<file path="src/rtl/prince_iter_ctrl.sv">
// Iterative PRINCE sequencer: one external prince_core pass per clock, 12 rounds per block.
// Optional decrypt support is enabled by defining PRINCE_DECRYPT_EN.

module prince_sms (
    input  logic [63:0] x,
    output logic [63:0] y
);
    localparam logic [3:0] SB  [16] = '{4'hB, 4'hF, 4'h3, 4'h2, 4'hA, 4'hC, 4'h9, 4'h1,
                                        4'h6, 4'h7, 4'h8, 4'h0, 4'hE, 4'h5, 4'hD, 4'h4};
    localparam logic [3:0] SBI [16] = '{4'hB, 4'h7, 4'h3, 4'h2, 4'hF, 4'hD, 4'h8, 4'h9,
                                        4'hA, 4'h6, 4'h4, 4'h0, 4'h5, 4'hE, 4'hC, 4'h1};

    // Bit/nibble indices below are MSB-first: position 0 is the most significant.
    function automatic logic [15:0] mhat(input logic [15:0] d, input int unsigned h);
        logic [15:0] r;
        r = '0;
        for (int unsigned row = 0; row < 4; row++)
            for (int unsigned a = 0; a < 4; a++)
                for (int unsigned c = 0; c < 4; c++)
                    if (((row + c + h) % 4) != a)
                        r[15 - (4*row + a)] = r[15 - (4*row + a)] ^ d[15 - (4*c + a)];
        return r;
    endfunction

    logic [63:0] s_out, m_out;

    always_comb begin
        s_out = '0;
        for (int unsigned i = 0; i < 16; i++)
            s_out[4*i +: 4] = SB[x[4*i +: 4]];
        m_out = {mhat(s_out[63:48], 0), mhat(s_out[47:32], 1),
                 mhat(s_out[31:16], 1), mhat(s_out[15:0], 0)};
        y = '0;
        for (int unsigned i = 0; i < 16; i++)
            y[4*i +: 4] = SBI[m_out[4*i +: 4]];
    end
endmodule

module prince_iter_ctrl #(
    parameter logic [63:0] ALPHA = 64'hC0AC29B7C97C50DD
) (
    input  logic         clk,
    input  logic         rst_n,
    input  logic         in_valid,
    output logic         in_ready,
    input  logic [63:0]  plain,
    input  logic [127:0] key,
`ifdef PRINCE_DECRYPT_EN
    input  logic         decrypt,
`endif
    output logic         out_valid,
    input  logic         out_ready,
    output logic [63:0]  cipher,
    output logic         busy,
    output logic [63:0]  core_data_in,
    output logic [63:0]  core_data_in0,
    output logic [63:0]  core_key,
    output logic         core_ctr,
    output logic [63:0]  core_rc,
    input  logic [63:0]  core_data_out,
    input  logic [63:0]  core_data_out0
);
    typedef enum logic [1:0] {IDLE, RUN, DONE} state_t;

    state_t      state_q, state_d;
    logic [3:0]  rnd_q, rnd_d;
    logic [63:0] st_q, st_d, cipher_q, cipher_d, plain_q, plain_d;
    logic [63:0] k0_q, k0_d, k0p_q, k0p_d, k1_q, k1_d;
    logic [63:0] kw_in, kw_out, k1_eff, sms_out;
    logic        accept;

    function automatic logic [63:0] rc_rom(input logic [3:0] idx);
        case (idx)
            4'd0:    rc_rom = 64'h0000000000000000;
            4'd1:    rc_rom = 64'h13198A2E03707344;
            4'd2:    rc_rom = 64'hA4093822299F31D0;
            4'd3:    rc_rom = 64'h082EFA98EC4E6C89;
            4'd4:    rc_rom = 64'h452821E638D01377;
            4'd5:    rc_rom = 64'hBE5466CF34E90C6C;
            4'd6:    rc_rom = 64'h7EF84F78FD955CB1;
            4'd7:    rc_rom = 64'h85840851F1AC43AA;
            4'd8:    rc_rom = 64'hC882D32F25323C54;
            4'd9:    rc_rom = 64'h64A51195E0E3610D;
            4'd10:   rc_rom = 64'hD3B5A399CA0C2399;
            default: rc_rom = ALPHA;
        endcase
    endfunction

    assign accept    = in_valid && (state_q == IDLE);
    assign in_ready  = (state_q == IDLE);
    assign out_valid = (state_q == DONE);
    assign busy      = (state_q != IDLE);
    assign cipher    = cipher_q;

`ifdef PRINCE_DECRYPT_EN
    logic dec_q, dec_d;
    assign dec_d = accept ? decrypt : dec_q;
    always_ff @(posedge clk) begin
        if (!rst_n) dec_q <= 1'b0;
        else        dec_q <= dec_d;
    end
    // Alpha-reflection: decryption swaps the whitening keys and tweaks k1, schedule unchanged.
    assign kw_in  = dec_q ? k0p_q : k0_q;
    assign kw_out = dec_q ? k0_q  : k0p_q;
    assign k1_eff = dec_q ? (k1_q ^ ALPHA) : k1_q;
`else
    assign kw_in  = k0_q;
    assign kw_out = k0p_q;
    assign k1_eff = k1_q;
`endif

    prince_sms u_sms (
        .x (st_q),
        .y (sms_out)
    );

    always_ff @(posedge clk) begin
        if (!rst_n) begin
            state_q  <= IDLE;
            rnd_q    <= '0;
            st_q     <= '0;
            cipher_q <= '0;
            plain_q  <= '0;
            k0_q     <= '0;
            k0p_q    <= '0;
            k1_q     <= '0;
        end else begin
            state_q  <= state_d;
            rnd_q    <= rnd_d;
            st_q     <= st_d;
            cipher_q <= cipher_d;
            plain_q  <= plain_d;
            k0_q     <= k0_d;
            k0p_q    <= k0p_d;
            k1_q     <= k1_d;
        end
    end

    always_comb begin
        state_d       = state_q;
        rnd_d         = rnd_q;
        st_d          = st_q;
        cipher_d      = cipher_q;
        plain_d       = plain_q;
        k0_d          = k0_q;
        k0p_d         = k0p_q;
        k1_d          = k1_q;
        core_ctr      = 1'b1;
        core_rc       = '0;
        core_key      = '0;
        core_data_in  = '0;
        core_data_in0 = '0;
        unique case (state_q)
            IDLE: begin
                if (accept) begin
                    state_d = RUN;
                    rnd_d   = '0;
                    plain_d = plain;
                    k0_d    = key[127:64];
                    k0p_d   = {key[64], key[127:65]} ^ {63'd0, key[127]};
                    k1_d    = key[63:0];
                end
            end
            RUN: begin
                core_key = k1_eff;
                core_rc  = rc_rom(rnd_q);
                if (rnd_q == 4'd0) begin
                    core_data_in0 = plain_q ^ kw_in;
                    st_d          = core_data_out;
                end else if (rnd_q <= 4'd5) begin
                    core_ctr     = 1'b0;
                    core_data_in = st_q;
                    st_d         = core_data_out;
                end else if (rnd_q == 4'd6) begin
                    core_data_in0 = sms_out;
                    st_d          = core_data_out0;
                end else if (rnd_q != 4'd11) begin
                    core_data_in0 = st_q;
                    st_d          = core_data_out0;
                end else begin
                    core_data_in0 = st_q;
                end
                if (rnd_q == 4'd11) begin
                    cipher_d = core_data_out ^ kw_out;
                    state_d  = DONE;
                    rnd_d    = '0;
                end else begin
                    rnd_d = rnd_q + 4'd1;
                end
            end
            DONE: begin
                if (out_ready) state_d = IDLE;
            end
            default: state_d = IDLE;
        endcase
    end
endmodule

</file>
<file path="config.mk">
export PLATFORM = sky130hd
export DESIGN_NAME = prince_iter_ctrl
export DESIGN_NICKNAME = d
export VERILOG_FILES = /design/src/rtl/prince_iter_ctrl.sv
export SDC_FILE = /design/constraint.sdc
export NUM_CORES = 1
export LEC_CHECK = 0
export BUFFER_PORTS_ARGS = -buffer_cell sky130_fd_sc_hd__buf_2
export CAP_MARGIN = 10
export CORE_ASPECT_RATIO = 2
export CORE_MARGIN = 2
export CORE_UTILIZATION = 30
export CTS_BUF_LIST = sky130_fd_sc_hd__clkbuf_8
export DETAILED_ROUTE_END_ITERATION = 10
export GPL_TIMING_DRIVEN = 0
export PLACE_DENSITY_LB_ADDON = 0.12
export SLEW_MARGIN = 20
export SYNTH_ARGS = -nofsm -noshare
export SYNTH_HDL_FRONTEND = slang
export SYNTH_HIERARCHICAL = 1
export SYNTH_SLANG_ARGS = --single-unit
</file>
<file path="constraint.sdc">
create_clock -name clk -period 5.35 [get_ports clk]
set_input_delay 1.07 -clock clk [delete_from_list [all_inputs] [get_ports clk]]
set_output_delay 1.07 -clock clk [all_outputs]
set_load 0.05 [all_outputs]
</file>
Yosys cells after proc, flatten, opt, wreduce, memory -nomap -nowiden
Memory sizes are Yosys's and may differ from the RTL's. A register that Yosys moved wholly into a read port is not among the register bits.
Cells that the tools add are included.
{ "op_classes": {"add_sub_neg": 1, "order_cmp": 33, "n_eq_ne": 8, "mux": 89, "bitwise_logic": 147, "n_reduce_logical": 11} }
{ "op_table": {"columns": ["operator", "count"], "rows": [
  ["64-bit 2-to-1 mux", 13],
  ["4-bit 2-to-1 mux", 68],
  ["5-bit greater-or-equal comparator (second input constant)", 32],
  ["4-bit NOT with 5-bit output", 32],
  ["64-bit bitwise XOR", 2],
  ["1-bit bitwise XOR", 112],
  ["64-bit by 1-bit bitwise XOR with 64-bit output", 1],
  ["4-bit one-hot mux with 2 select lines", 1],
  ["2-bit AND reduction", 4],
  ["2-bit 2-to-1 mux", 3],
  ["2-bit one-hot mux with 3 select lines", 1],
  ["4-bit by 1-bit adder with 4-bit output (second input constant)", 1],
  ["4-bit by 3-bit == test with 1-bit output (second input constant)", 1],
  ["4-bit == test (second input constant)", 1],
  ["4-bit by 3-bit <= comparator with 1-bit output (second input constant)", 1],
  ["4-bit logical NOT", 1],
  ["2-bit by 1-bit != test with 1-bit output (second input constant)", 2],
  ["4-bit != test (second input constant)", 1],
  ["2-bit nonzero test", 2],
  ["4-bit nonzero test", 1],
  ["1-bit 2-to-1 mux", 3],
  ["3-bit AND reduction", 1],
  ["2-bit by 1-bit == test with 1-bit output (second input constant)", 1],
  ["2-bit == test (second input constant)", 1],
  ["other kinds (3)", 3]
]} }
{ "word_totals": {"regBits": 390, "romBits": 3056, "in_bits": 324, "out_inout_bits": 324, "n_memories": 33} }
{ "mem_list": {"columns": ["name", "depth", "word_bits", "rd", "rd_clocked_by_memory_dff", "write_ports", "line_no", "text"], "rows": [
  ["(no name shown)", 16, 63, 1, 1, 0, "73", "case (idx)"],
  ["(no name shown)", 16, 4, 1, 0, 0, "35", "y[4*i +: 4] = SBI[m_out[4*i +: 4]];"],
  ["(no name shown)", 16, 4, 1, 0, 0, "30", "s_out[4*i +: 4] = SB[x[4*i +: 4]];"],
  ["(no name shown)", 16, 4, 1, 0, 0, "35", null],
  ["(no name shown)", 16, 4, 1, 0, 0, "35", null],
  ["(no name shown)", 16, 4, 1, 0, 0, "35", null],
  ["+27 memories", null, null, null, null, null, null, null]
]} }

Depth between registers and ports, before layout
{ "depth": {"ltp_word": 14, "mapped_depth": 14, "ltp_nobuf": 14} }

By module
The synthesis kept the hierarchy.
{ "modules_own_cells": {"columns": ["module", "instances", "cells_per_inst", "area_each_um2", "seq_area_each_um2"], "rows": [
  ["prince_iter_ctrl", 1, 2089, 17259.1, 7327.0],
  ["prince_sms", 1, 664, 5703.0, 0.0]
]} }

Least setup slack after synthesis
Ideal clock, no wire load.
{ "synth_timing": {"path_kind": "register to output", "start": "register st_q[37]", "end": "output port core_data_in0[38]", "t_arrival_ns": 3.457, "required_ns": 4.280, "slack_ns": 0.823, "path_stages_with_launch": 14, "path_buffers": 0, "path_cell_list": "dfxtp_1 -> inv_1 -> ha_1 -> mux4_2 -> xnor2_2 -> xor2_1 -> inv_1 -> ha_1 -> nor2b_1 -> o21bai_1 -> a221oi_1 -> mux2i_1 -> o22a_1 -> nor2_1"} }
{ "synth_via": {"elab_chain_len": 14, "word_cells_on_any_way": 17, "classes_between": "8 x mux; 7 x bitwise; 2 x memory"} }
{ "synth_lines": {"columns": ["element", "line_no", "text"], "rows": [
  ["start: declaration", "67", "logic [63:0] st_q, st_d, cipher_q, cipher_d, plain_q, plain_d;"],
  ["start signal: assignment", "130", "st_q <= st_d;"],
  ["4-bit NOT with 5-bit output (not written as such) *", "30", null],
  ["memory read 16 x 4 bit *", null, null],
  ["4-bit 2-to-1 mux (not written as such) * (2 in a row)", "30", null],
  ["1-bit bitwise XOR (2 in a row)", "21", "r[15 - (4*row + a)] = r[15 - (4*row + a)] ^ d[15 - (4*c + a)];"],
  ["4-bit NOT with 5-bit output (not written as such) *", "35", null],
  ["memory read 16 x 4 bit *", null, null],
  ["4-bit 2-to-1 mux (not written as such) * (2 in a row)", "35", null],
  ["net sms_out[38]", "69", "logic [63:0] kw_in, kw_out, k1_eff, sms_out;"],
  ["64-bit 2-to-1 mux *", "174", "end else if (rnd_q == 4'd6) begin"],
  ["64-bit 2-to-1 mux *", "170", "end else if (rnd_q <= 4'd5) begin"],
  ["64-bit 2-to-1 mux *", "167", "if (rnd_q == 4'd0) begin"],
  ["64-bit 2-to-1 mux *", "153", "unique case (state_q)"],
  ["end: declaration", "56", "output logic [63:0] core_data_in0,"]
]} }
Mark *: on every way through the listed nets, which the timed path passes. The rest lies on a longest branch. The select of a mux whose other input is x is not followed.

Final worst setup path
{ "layout_timing": {"start": "register st_q[56]", "end": "output port core_data_in0[50]"} }
Same word-level chain as after synthesis.

==> results.env <==
DETAIL_ROUTE.FIRST_PASS.ITERATIONS=7
YS_DOMINANT_REG_CELL='sky130_fd_sc_hd__dfxtp_1'
TIMING.FINAL.CRIT_SHARE=0.983
SYN_AREA_SQ_UM=23000
FINAL-SEQ-AREA_SQ_UM=7380
DP_CELLS=4414
POSTSYNTHCELLCOUNT=2753
MAXIMUM_CLOCK_INSERTION_BUFFER_COUNT=3
POWER_mW=8.81
DRT-INITIAL-DRC-COUNT=809
POST-ROUTE-CELL-AREA_SQ_UM=29100
YOSYS_WARNINGS=6
PORT-BUFFER-COUNT=646
SYNTH.AREA.TOP_CELLS='sky130_fd_sc_hd__dfxtp_1 32%, sky130_fd_sc_hd__xnor2_1 7.3%, sky130_fd_sc_hd__nand2_1 6.9%'
DESIGN.DIE.AREA_SQ_UM=78900
LAYOUT.FILLER_CELLS=8366
CLOCK_BUFFERS_CREATED_BY_TRITONCTS=58
SYNTHTOPCELLSBYCOUNT='425 x sky130_fd_sc_hd__nand2_1, 366 x sky130_fd_sc_hd__dfxtp_1, 231 x sky130_fd_sc_hd__a21oi_1'
YS_FF_LATCH=366
LEAKAGEPOWER_nW=13.5
AVGROUTEDWIREPERCELL_UM=23.5
RSZ0062_AT_GRT='true'
NNETSFINAL=3899
ENDPOINT_KIND='output pin'
GLOBALROUTETOTALUTIL=0.261
FINISH.CELL_COUNT_WITHOUT_FILLERS=4525
WORST_SKEW_PAIR.LATE_LATENCY_PS=720
PERIOD_NEEDED_PS=5260
SYNTH_CELL_TYPE_COUNT=73
POWER.IR.VDD_WORST_uV=173
DRV.MAX_CAP_VIOLATION_COUNT=0
MULTI_INPUT_GATE_AREA_SQ_UM=14500
DRTANTENNAVIOLNETS=0
SETUP_VIOL_COUNT_FINAL=0
GRT.OVERFLOW.TOTAL=0
SYN_AVG_CELL_AREA_SQ_UM=8.34
GRT_PASS1_WL_UM=150000
DIE-WIDTH_UM=200
VIAS=22205
DRT-VIAS-PER-INSTANCE=4.91
WORST_SETUP_PATH_START_KIND='flip-flop'
SYNTH-SEQ-AREA-SHARE=0.319
CELL_PWR_DENSITY_nW_PER_UM2=303
GRT_PASS1_VIAS=23123
P_INT_mW=5.45
WORST-SETUP-PATH-TYPE='flip-flop to output pin'
CLOCK-SKEW-FINAL_PS=46.8
DPL_CELL_AREA_SQ_UM=27500
CLOCK-ROOT-BUFFER='sky130_fd_sc_hd__clkbuf_8'
COMB_POWER_SHARE=0.362
SYNTH_TOP_CELL_BY_AREA='sky130_fd_sc_hd__dfxtp_1'
TRITONCTS='yes'
TIGHTESTPINTRANSITION_PS=1220
CLOCK-SINKS=366
P_CLK_FRAC=0.289
LAYOUT-DRIVE-GT1-SHARE=0.272
AREA_GROWTH_FROM_SYNTHESIS_TO_FINAL_LAYOUT_PCT=26.7
GRT_ANTENNA_BEFORE_REPAIR=23
CLKSLEWWORSTSETUPHOLDPATHS_PS=70
DRC=0
MAXIMUM_NUMBER_OF_PINS_ON_ONE_NET_BEFORE_GLOBAL_ROUTE_REPAIR=16
IO_PINS=648
NUMBER_OF_SYNTHESIZED_FLOPS_WITH_AN_ENABLE_PIN=0
SYNTH_MOST_COMMON_CELL='sky130_fd_sc_hd__nand2_1'
MAX_FREQ_MHz=190
SYNTH_NETS=3190
POSTROUTEWIRELENGTH_UM=106000
CRITPATHREQUIREDTIME_PS=4280
PLACE_CONGESTION=0.919
POWER.SWITCHING_mW=3.36
H-TREE-DEPTH=2
POSTSYNTH.ASYNCRESETSHARE=0
CRITICAL_PATH_FANOUTS_MAX=8
CORE_AREA_SQ_UM=75900
CTS_HOLD_REPAIR.BUFFERS=0
HP-CLASS='flip-flop to flip-flop'
WORST-ENDPOINT-ARRIVAL_PS=4190
DIE-HEIGHT_UM=395
INITIAL_UTILIZATION=0.303
SYNTH_TOP_AREA_FRAC=0.319
POWER.SWITCHING_FRACTION=0.381
SLEW_VIOL_FINAL=0
TIMING.SLEW.HEADROOM=0.189
DP.FINAL_HPWL_UM=85500
PWR-SHARE-SEQ=0.349
RESULT_OF_THE_RUN='complete, no violations'
NUM_ROWS=143
FINAL-HOLD-VIOLATION-COUNT=0
==> final timing paths <==
check / endpoint / slack [ps] / start / cells after the start
worst max-delay path: core_data_in0[50] / 90 / st_q[56] / 13
worst min-delay path: k1_eff[12] / 450 / k1_eff[12] / 2
worst max register to register: flip-flop / 2340 / state_q[0] / 7
worst min register to register: k1_eff[12] / 450 / k1_eff[12] / 2
==> per-layer routing <==
metal,routed length (um),track usage,vias to the layer above
li1,-,-,10691
met1,36800,0.255,10461
met2,56000,0.499,834
met3,8550,0.0729,199
met4,4900,0.114,20
met5,124,0,-
==> cell usage in the layout (no fill, tap or decap), types with 19 or more instances in the layout <==
master / netlist / layout
sky130_fd_sc_hd__dfxtp_2: 0 / 22
sky130_fd_sc_hd__clkbuf_8: 0 / 74
sky130_fd_sc_hd__buf_4: 28 / 39
sky130_fd_sc_hd__ha_1: 113 / 113
sky130_fd_sc_hd__and2_1: 172 / 172
sky130_fd_sc_hd__inv_1: 123 / 141
sky130_fd_sc_hd__mux2i_1: 149 / 149
sky130_fd_sc_hd__nor3_1: 20 / 19
sky130_fd_sc_hd__nand2_1: 425 / 425
sky130_fd_sc_hd__mux4_2: 39 / 39
sky130_fd_sc_hd__dfxtp_1: 366 / 336
sky130_fd_sc_hd__nand3b_1: 22 / 22
sky130_fd_sc_hd__o21ai_0: 46 / 36
sky130_fd_sc_hd__a211oi_1: 131 / 131
sky130_fd_sc_hd__a21oi_1: 231 / 231
sky130_fd_sc_hd__nor2_1: 227 / 227
sky130_fd_sc_hd__buf_2: 51 / 678
sky130_fd_sc_hd__clkbuf_1: 115 / 106
sky130_fd_sc_hd__o22a_1: 66 / 66
sky130_fd_sc_hd__xnor2_1: 192 / 181
sky130_fd_sc_hd__xor2_1: 49 / 33
==> critical path, stage by stage, from the launching register on <==
cell                      delay [ps]
sky130_fd_sc_hd__dfxtp_4         440
sky130_fd_sc_hd__inv_1            80
sky130_fd_sc_hd__ha_1            290
sky130_fd_sc_hd__mux4_2          560
sky130_fd_sc_hd__xor2_4          320
sky130_fd_sc_hd__xnor2_2         150
sky130_fd_sc_hd__inv_1            70
sky130_fd_sc_hd__ha_1            330
sky130_fd_sc_hd__mux2_1          300
sky130_fd_sc_hd__o221a_2         270
sky130_fd_sc_hd__mux2i_1         190
sky130_fd_sc_hd__o22a_1          160
sky130_fd_sc_hd__nor2_1           70
sky130_fd_sc_hd__buf_6           200
==> cell type report <==
class / instances / share of cell area
timing repair buffer: 649 / 0.114
sequential: 366 / 0.254
inverter: 127 / 0.0166
tap: 1015 / 0.0437
buffer: 198 / 0.0320
clock buffer: 74 / 0.0350
clock inverter: 26 / 0.00490
antenna: 8 / 0.000688
multi-input combinational: 2062 / 0.499
==> logic make-up after synthesis <==
logic type,Yosys count,share of synthesized area
XOR/XNOR,260,0.108
AND/OR/NAND/NOR,933,0.185
other,1,0.000163
adder cells (fa/ha/maj),113,0.0616
multiplexers,194,0.107
flip-flops,366,0.319
buffers and inverters,325,0.0610
AO/OA/AOI/OAI,561,0.158
==> power by group through the flow <==
stage / Sequential [mW] / Combinational [mW] / Clock [mW]
6_report: 3.07 / 3.19 / 2.55
2_1_floorplan: 3.05 / 2.22 / 0
3_3_place_gp: 3.13 / 3.05 / 0
4_1_cts: 3.07 / 3.12 / 2.63
3_5_place_dp: 3.13 / 3.06 / 0
5_1_grt: 3.09 / 3.48 / 2.72
==> through the flow <==
stage	setup TNS [ps]	hold slack, ps	utilization	worst slack (ps)
after CTS	-53.2	451	0.380	-27.9
after detailed placement	0	442	0.362	338
after global routing	-79.4	466	0.383	-29.1
after floorplan	0	432	-	823
after global placement	0	438	0.362	402
final	0	450	0.383	92.1
==> timing repair <==
action                                  in CTS  in global routing
setup buffers                                0                  3
resized for setup                           56                 54
endpoints found under the setup margin      40                 35
pin swaps                                    2                  4
No activity file was read; power rests on OpenSTA's default activity.
